--- config.mk ---
export PLATFORM = sky130hd
export DESIGN_NAME = div_share_ctrl_flat
export DESIGN_NICKNAME = d
export VERILOG_FILES = /design/src/rtl/div_share_if.sv /design/src/rtl/div_share_ctrl.sv /design/src/flat_wrapper.sv
export SDC_FILE = /design/constraint.sdc
export NUM_CORES = 1
export LEC_CHECK = 0
export BUFFER_PORTS_ARGS = -buffer_cell sky130_fd_sc_hd__buf_2
export CAP_MARGIN = 15
export CELL_PAD_IN_SITES_DETAIL_PLACEMENT = 0
export CELL_PAD_IN_SITES_GLOBAL_PLACEMENT = 2
export CORE_UTILIZATION = 30
export CTS_CLUSTER_DIAMETER = 80
export DETAILED_ROUTE_END_ITERATION = 10
export HOLD_SLACK_MARGIN = 0.1
export MAX_ROUTING_LAYER = met4
export PLACE_DENSITY = 0.81
export SYNTH_ARGS = -nofsm -noshare
export SYNTH_HDL_FRONTEND = slang
export SYNTH_SLANG_ARGS = --single-unit
export TNS_END_PERCENT = 100
--- constraint.sdc ---
create_clock -name clk -period 3.27 [get_ports clk]
set_input_delay 0.327 -clock clk [delete_from_list [all_inputs] [get_ports clk]]
set_output_delay 0.327 -clock clk [all_outputs]
set_load 0.005 [all_outputs]
--- src/rtl/div_share_if.sv ---
// Bundle of client request/response lanes and the shared divider handshake.
// The controller uses the slave modport; clients plus divider use the master modport.
interface div_share_if #(
    parameter int W = 5,
    parameter int N = 2
);
    logic [N-1:0]   req_valid;
    logic [N*W-1:0] req_a;
    logic [N*W-1:0] req_b;
    logic [N-1:0]   req_ready;
    logic [N-1:0]   rsp_valid;
    logic [W-1:0]   rsp_q;
    logic [W-1:0]   rsp_r;
    logic           rsp_err;
    logic [N-1:0]   rsp_ready;
    logic           div_start;
    logic [W-1:0]   div_a;
    logic [W-1:0]   div_b;
    logic           div_done;
    logic [W-1:0]   div_q;
    logic [W-1:0]   div_r;

    modport slave (
        input  req_valid, req_a, req_b, rsp_ready, div_done, div_q, div_r,
        output req_ready, rsp_valid, rsp_q, rsp_r, rsp_err, div_start, div_a, div_b
    );

    modport master (
        output req_valid, req_a, req_b, rsp_ready, div_done, div_q, div_r,
        input  req_ready, rsp_valid, rsp_q, rsp_r, rsp_err, div_start, div_a, div_b
    );
endinterface

--- src/rtl/div_share_ctrl.sv ---
// Round-robin scheduler sharing one multi-cycle divider among N clients,
// with divide-by-zero bypass and a hung-divider timeout.
module div_share_ctrl #(
    parameter int W       = 5,
    parameter int N       = 2,
    parameter int TIMEOUT = 64
) (
    input  logic       clk,
    input  logic       reset,
    div_share_if.slave bus
);
    localparam int GW = (N > 1) ? $clog2(N) : 1;
    localparam int TW = $clog2(TIMEOUT + 1);

    typedef enum logic [1:0] {
        S_IDLE  = 2'd0,
        S_ISSUE = 2'd1,
        S_WAIT  = 2'd2,
        S_RESP  = 2'd3
    } state_e;

    state_e        state_q, state_d;
    logic [GW-1:0] gnt_q, gnt_d;
    logic [GW-1:0] last_grant_q, last_grant_d;
    logic [TW-1:0] timer_q, timer_d;
    logic [W-1:0]  div_a_q, div_a_d;
    logic [W-1:0]  div_b_q, div_b_d;
    logic          div_start_q, div_start_d;
    logic [N-1:0]  rsp_valid_q, rsp_valid_d;
    logic [W-1:0]  rsp_q_q, rsp_q_d;
    logic [W-1:0]  rsp_r_q, rsp_r_d;
    logic          rsp_err_q, rsp_err_d;

    logic [GW:0]   sum_s;
    logic [GW:0]   cand_s;
    logic          hit_s;
    logic [GW-1:0] sel_s;
    logic          sel_found_s;
    logic [W-1:0]  sel_a_s;
    logic [W-1:0]  sel_b_s;
    logic [N-1:0]  req_ready_s;

    // Round-robin search starting at the client after the last one served
    always_comb begin
        sum_s       = '0;
        cand_s      = '0;
        hit_s       = 1'b0;
        sel_s       = last_grant_q;
        sel_found_s = 1'b0;
        for (int k = 1; k <= N; k++) begin
            sum_s       = {1'b0, last_grant_q} + (GW+1)'(k);
            cand_s      = (sum_s >= (GW+1)'(N)) ? (sum_s - (GW+1)'(N)) : sum_s;
            hit_s       = !sel_found_s && bus.req_valid[cand_s[GW-1:0]];
            sel_s       = hit_s ? cand_s[GW-1:0] : sel_s;
            sel_found_s = sel_found_s || hit_s;
        end
        sel_a_s = bus.req_a[int'(sel_s)*W +: W];
        sel_b_s = bus.req_b[int'(sel_s)*W +: W];
    end

    // FSM next state plus next values of every registered output
    always_comb begin
        state_d      = state_q;
        gnt_d        = gnt_q;
        last_grant_d = last_grant_q;
        timer_d      = timer_q;
        div_a_d      = div_a_q;
        div_b_d      = div_b_q;
        div_start_d  = 1'b0;
        rsp_valid_d  = rsp_valid_q;
        rsp_q_d      = rsp_q_q;
        rsp_r_d      = rsp_r_q;
        rsp_err_d    = rsp_err_q;
        req_ready_s  = '0;
        case (state_q)
            S_IDLE: begin
                if (sel_found_s) begin
                    req_ready_s = N'(1) << sel_s;
                    gnt_d       = sel_s;
                    if (sel_b_s == '0) begin
                        // Zero divisor answered locally; divider never sees it
                        rsp_valid_d = N'(1) << sel_s;
                        rsp_q_d     = '1;
                        rsp_r_d     = sel_a_s;
                        rsp_err_d   = 1'b1;
                        state_d     = S_RESP;
                    end else begin
                        div_a_d     = sel_a_s;
                        div_b_d     = sel_b_s;
                        div_start_d = 1'b1;
                        state_d     = S_ISSUE;
                    end
                end else begin
                    state_d = S_IDLE;
                end
            end
            S_ISSUE: begin
                timer_d = '0;
                state_d = S_WAIT;
            end
            S_WAIT: begin
                timer_d = timer_q + TW'(1);
                if (bus.div_done) begin
                    rsp_valid_d = N'(1) << gnt_q;
                    rsp_q_d     = bus.div_q;
                    rsp_r_d     = bus.div_r;
                    rsp_err_d   = 1'b0;
                    state_d     = S_RESP;
                end else if (timer_q == TW'(TIMEOUT - 1)) begin
                    rsp_valid_d = N'(1) << gnt_q;
                    rsp_q_d     = '0;
                    rsp_r_d     = '0;
                    rsp_err_d   = 1'b1;
                    state_d     = S_RESP;
                end else begin
                    state_d = S_WAIT;
                end
            end
            S_RESP: begin
                if (bus.rsp_ready[gnt_q]) begin
                    rsp_valid_d  = '0;
                    last_grant_d = gnt_q;
                    state_d      = S_IDLE;
                end else begin
                    state_d = S_RESP;
                end
            end
            default: begin
                state_d = S_IDLE;
            end
        endcase
    end

    // State and output registers, synchronous active-high reset
    always_ff @(posedge clk) begin
        if (reset) begin
            state_q      <= S_IDLE;
            gnt_q        <= '0;
            last_grant_q <= GW'(N - 1);
            timer_q      <= '0;
            div_a_q      <= '0;
            div_b_q      <= '0;
            div_start_q  <= 1'b0;
            rsp_valid_q  <= '0;
            rsp_q_q      <= '0;
            rsp_r_q      <= '0;
            rsp_err_q    <= 1'b0;
        end else begin
            state_q      <= state_d;
            gnt_q        <= gnt_d;
            last_grant_q <= last_grant_d;
            timer_q      <= timer_d;
            div_a_q      <= div_a_d;
            div_b_q      <= div_b_d;
            div_start_q  <= div_start_d;
            rsp_valid_q  <= rsp_valid_d;
            rsp_q_q      <= rsp_q_d;
            rsp_r_q      <= rsp_r_d;
            rsp_err_q    <= rsp_err_d;
        end
    end

    assign bus.req_ready = req_ready_s;
    assign bus.rsp_valid = rsp_valid_q;
    assign bus.rsp_q     = rsp_q_q;
    assign bus.rsp_r     = rsp_r_q;
    assign bus.rsp_err   = rsp_err_q;
    assign bus.div_start = div_start_q;
    assign bus.div_a     = div_a_q;
    assign bus.div_b     = div_b_q;
endmodule

--- src/flat_wrapper.sv ---
// flat-port wrapper written by rule: the top's interface ports become plain ports
module div_share_ctrl_flat 
#(
    parameter int W       = 5,
    parameter int N       = 2,
    parameter int TIMEOUT = 64
)
  (clk, reset, bus_req_valid, bus_req_a, bus_req_b, bus_rsp_ready, bus_div_done, bus_div_q, bus_div_r, bus_req_ready, bus_rsp_valid, bus_rsp_q, bus_rsp_r, bus_rsp_err, bus_div_start, bus_div_a, bus_div_b);
  div_share_if #(.W(W), .N(N)) bus_i ();
  input  logic clk;
  input  logic reset;
  input wire logic [$bits(bus_i.req_valid)-1:0] bus_req_valid;
  input wire logic [$bits(bus_i.req_a)-1:0] bus_req_a;
  input wire logic [$bits(bus_i.req_b)-1:0] bus_req_b;
  input wire logic [$bits(bus_i.rsp_ready)-1:0] bus_rsp_ready;
  input wire logic [$bits(bus_i.div_done)-1:0] bus_div_done;
  input wire logic [$bits(bus_i.div_q)-1:0] bus_div_q;
  input wire logic [$bits(bus_i.div_r)-1:0] bus_div_r;
  output wire logic [$bits(bus_i.req_ready)-1:0] bus_req_ready;
  output wire logic [$bits(bus_i.rsp_valid)-1:0] bus_rsp_valid;
  output wire logic [$bits(bus_i.rsp_q)-1:0] bus_rsp_q;
  output wire logic [$bits(bus_i.rsp_r)-1:0] bus_rsp_r;
  output wire logic [$bits(bus_i.rsp_err)-1:0] bus_rsp_err;
  output wire logic [$bits(bus_i.div_start)-1:0] bus_div_start;
  output wire logic [$bits(bus_i.div_a)-1:0] bus_div_a;
  output wire logic [$bits(bus_i.div_b)-1:0] bus_div_b;
  assign bus_i.req_valid = bus_req_valid;
  assign bus_i.req_a = bus_req_a;
  assign bus_i.req_b = bus_req_b;
  assign bus_i.rsp_ready = bus_rsp_ready;
  assign bus_i.div_done = bus_div_done;
  assign bus_i.div_q = bus_div_q;
  assign bus_i.div_r = bus_div_r;
  assign bus_req_ready = bus_i.req_ready;
  assign bus_rsp_valid = bus_i.rsp_valid;
  assign bus_rsp_q = bus_i.rsp_q;
  assign bus_rsp_r = bus_i.rsp_r;
  assign bus_rsp_err = bus_i.rsp_err;
  assign bus_div_start = bus_i.div_start;
  assign bus_div_a = bus_i.div_a;
  assign bus_div_b = bus_i.div_b;
  div_share_ctrl #(.W(W), .N(N), .TIMEOUT(TIMEOUT)) u_core (.clk(clk), .reset(reset), .bus(bus_i));
endmodule
==> flow_metrics.py <==
metrics = {
    "setup_path": {
        "worstPathCellList": "inv_1 > ha_1 > o211ai_1 > nor2b_1 > a32oi_1 > buf_4 > mux2_2",
        "cp_slowest_cell": "ha_1",
        "critPathTopFamily": "adder cells",
        "cp.arrival_ps": 2410,
        "startpoint": "u_core.state_q[0]",
        "critPathBufInv": 2,
        "cp.required_ps": 3450,
        "cp_slowest_stage_delay_ps": 560,
        "reg2reg_from": "u_core.state_q[0]",
        "cp_max_fo": 17,
        "end_kind": "flop",
        "critPathKind": "reg -> reg",
        "start_kind": "flop",
    },
    "route": {
        "ant_nets": 0,
        "drt_iter0_markers": 54,
        "wire_per_inst_um": 13.9,
        "routed_wl_um": 4780,
        "first_pass_iters": 4,
        "vias": 1763,
        "routed_via_density": 5.13,
        "drc": 0,
    },
    "placed_design": {
        "place_congestion": 0.719,
        "dp_hpwl_um": 3540,
        "portBuffers": 62,
        "post_dp_cell_area_mm2": 0.00217,
    },
    "synth": {
        "netlist_area_mm2": 0.00181,
        "synth_nets": 254,
        "yosys.area.top_type_share_pct": 38.7,
        "synthDistinctLibCells": 44,
        "ys_ff_latch": 35,
        "syn_avg_cell_area_um2": 8.58,
        "async_reset_ff_share_pct": 0,
        "yosys_warnings": 0,
        "syn_inst": 211,
        "synth.area.top_cells": "dfxtp_1 39%, nor2_1 4.8%, ha_1 4.1%",
        "yosys-top-cells-count": "35 x dfxtp_1, 23 x nor2_1, 18 x nand2_1",
        "ys.flop_type": "dfxtp_1",
        "ys_seq_area_share_pct": 38.7,
        "synth_top_area_cell": "dfxtp_1",
        "synth.most_common_cell": "dfxtp_1",
        "synth_edf_count": 0,
    },
    "global_route": {
        "grt_pass1_wl_um": 7680,
        "grt_max_degree": 35,
        "grt_pass1_vias": 1587,
        "grt_usage_pct": 16.2,
        "grt_overflow": 0,
        "antenna_found_initial": 0,
    },
    "finish": {
        "antennaDiodeCount": 0,
        "area_delta_synth_final_pct": 26.3,
        "final_layout_size_suffix_gt1_share_pct": 30.9,
        "fin_area_mm2": 0.00229,
        "final_nets": 314,
        "post-route-util_pct": 40.3,
    },
    "clock_tree": {
        "path_clk_slew_ps": 80,
        "cts_root_buffer": "clkbuf_8",
        "cts_buffers": 5,
        "post_cts_buffers": 0,
        "cts_tree": "yes",
        "hold_buffers": 0,
        "h-tree-depth": 2,
        "post_cts_resized": 0,
        "clock_latency_ps": 290,
        "cts.path.max_buffers": 2,
        "cts_sinks": 35,
    },
    "floorplanning": {
        "io_pins": 63,
        "die_x_um": 79.7,
        "die_h_um": 79.7,
        "coreArea_mm2": 0.00568,
        "die-area_mm2": 0.00635,
        "start_util_pct": 31.9,
        "rows": 27,
    },
    "hold_path": {
        "min_path_type": "in -> reg",
        "holdCritStartpoint": "bus_div_q[4]",
    },
    "pwr": {
        "power.density_mw_per_mm2": 608,
        "power.leakage_nw": 1.01,
        "irDropWorstVdd_v": 0.000270,
    },
    "timing": {
        "skew_ps": 7.26,
        "min_period_over_period_pct": 68.3,
        "drv_slew": 0,
        "fmax_mhz": 448,
        "setup_viol": 0,
        "tightest_slew_ps": 658,
        "layout_min_cycle_time_ps": 2230,
        "finalSetupTns_ps": 0,
        "slew_headroom_pct": 55.6,
        "hold_violations": 0,
        "rsz0062_at_grt": "no",
    },
    "run_status": {
        "outcome": "complete, no violations",
    },
    "flow_run": {
        "maxCapViolations": 0,
    },
}
-- worst register-to-register path: stages (launching register included) --
cell and delay (ps):
dfxtp_1 330, inv_1 100, ha_1 560, o211ai_1 230
nor2b_1 180, a32oi_1 160, buf_4 220, mux2_2 350
-- worst paths after layout --
kind                                             to  slack [ps]  depth (start not counted)
worst max-delay path            u_core.bus.rsp_r[4]        1040                          7
worst min-delay path            u_core.bus.rsp_q[4]         300                          3
worst max register to register  u_core.bus.rsp_r[4]        1040                          7
worst min register to register  u_core.bus.rsp_q[4]         460                          2
-- report_power, final --
group / internal [mW] / total (mW) / switching, mW / leakage [nW]
logic: 0.203 / 0.459 / 0.256 / 0.670
registers: 0.497 / 0.542 / 0.0456 / 0.286
clock network: 0.227 / 0.388 / 0.161 / 0.0581
-- logic make-up (layout without fill, tap and decap cells) --
| group | count (synthesis) | count (layout) | synth area share [%] |
|---|---|---|---|
| simple gates | 77 | 77 | 20.5 |
| compound gates | 56 | 56 | 23.5 |
| flops | 35 | 35 | 38.7 |
| buf+inv | 23 | 84 | 5.39 |
| mux | 10 | 10 | 5.81 |
| fa+ha+maj | 6 | 6 | 4.15 |
| xor+xnor | 4 | 4 | 1.94 |
-- routing by layer --
metal | GRT usage [%] | up-vias | wire (um)
met5 | - | - | 0
met4 | 5.27 | 0 | 50
met3 | 4.00 | 6 | 319
met2 | 24.4 | 52 | 2060
met1 | 21.1 | 820 | 2350
li1 | - | 885 | -
-- state kept, by name, summed over array words and instances (netlist names) --
| name | cells |
|---|---|
| u_core.bus.div_start | 1 |
| u_core.last_grant_q | 1 |
| u_core.state_q | 2 |
| u_core.gnt_q | 1 |
| u_core.bus.rsp_q | 5 |
| u_core.bus.div_a | 5 |
| u_core.bus.rsp_err | 1 |
| u_core.timer_q | 7 |
| u_core.bus.rsp_r | 5 |
| u_core.bus.rsp_valid | 2 |
| u_core.bus.div_b | 5 |
-- per-stage QoR --
step           power [mW]  setup WS [ps]  hold slack [ps]  std cells
2_1_floorplan       0.856           1360              450        211
3_3_place_gp         1.01           1100              457        336
3_5_place_dp         1.01           1050              451        336
4_1_cts              1.41           1030              293        344
5_1_grt              1.49            856              289        344
6_report             1.39           1040              297        344
-- cells in the final DEF, fill, tap and decap left out, types with 2 or more instances in the layout --
| cell type | count |
|---|---|
| a211oi_1 | 2 |
| a21o_1 | 5 |
| a21oi_1 | 14 |
| a221oi_1 | 6 |
| a2bb2oi_1 | 3 |
| a311oi_1 | 7 |
| a32oi_1 | 2 |
| buf_2 | 62 |
| buf_4 | 2 |
| clkbuf_8 | 5 |
| dfxtp_1 | 35 |
| ha_1 | 6 |
| inv_1 | 12 |
| mux2_2 | 4 |
| mux2i_1 | 6 |
| nand2_1 | 18 |
| nand2b_1 | 2 |
| nand3_1 | 11 |
| nand4_1 | 2 |
| nor2_1 | 23 |
| nor2b_1 | 5 |
| nor3_1 | 3 |
| o21ai_0 | 9 |
| or2_2 | 2 |
| or3_1 | 3 |
| xor2_1 | 3 |
-- cell type report --
type                       instances  area [um^2]
fill                             608         3390
multi-input combinational        153         1010
sequential                        35          701
timing repair buffer              64          325
tap                               72         90.1
clock buffer                       5         68.8
inverter                          12         45.0
clock inverter                     3         43.8
Power figures use the tool's default switching activity.
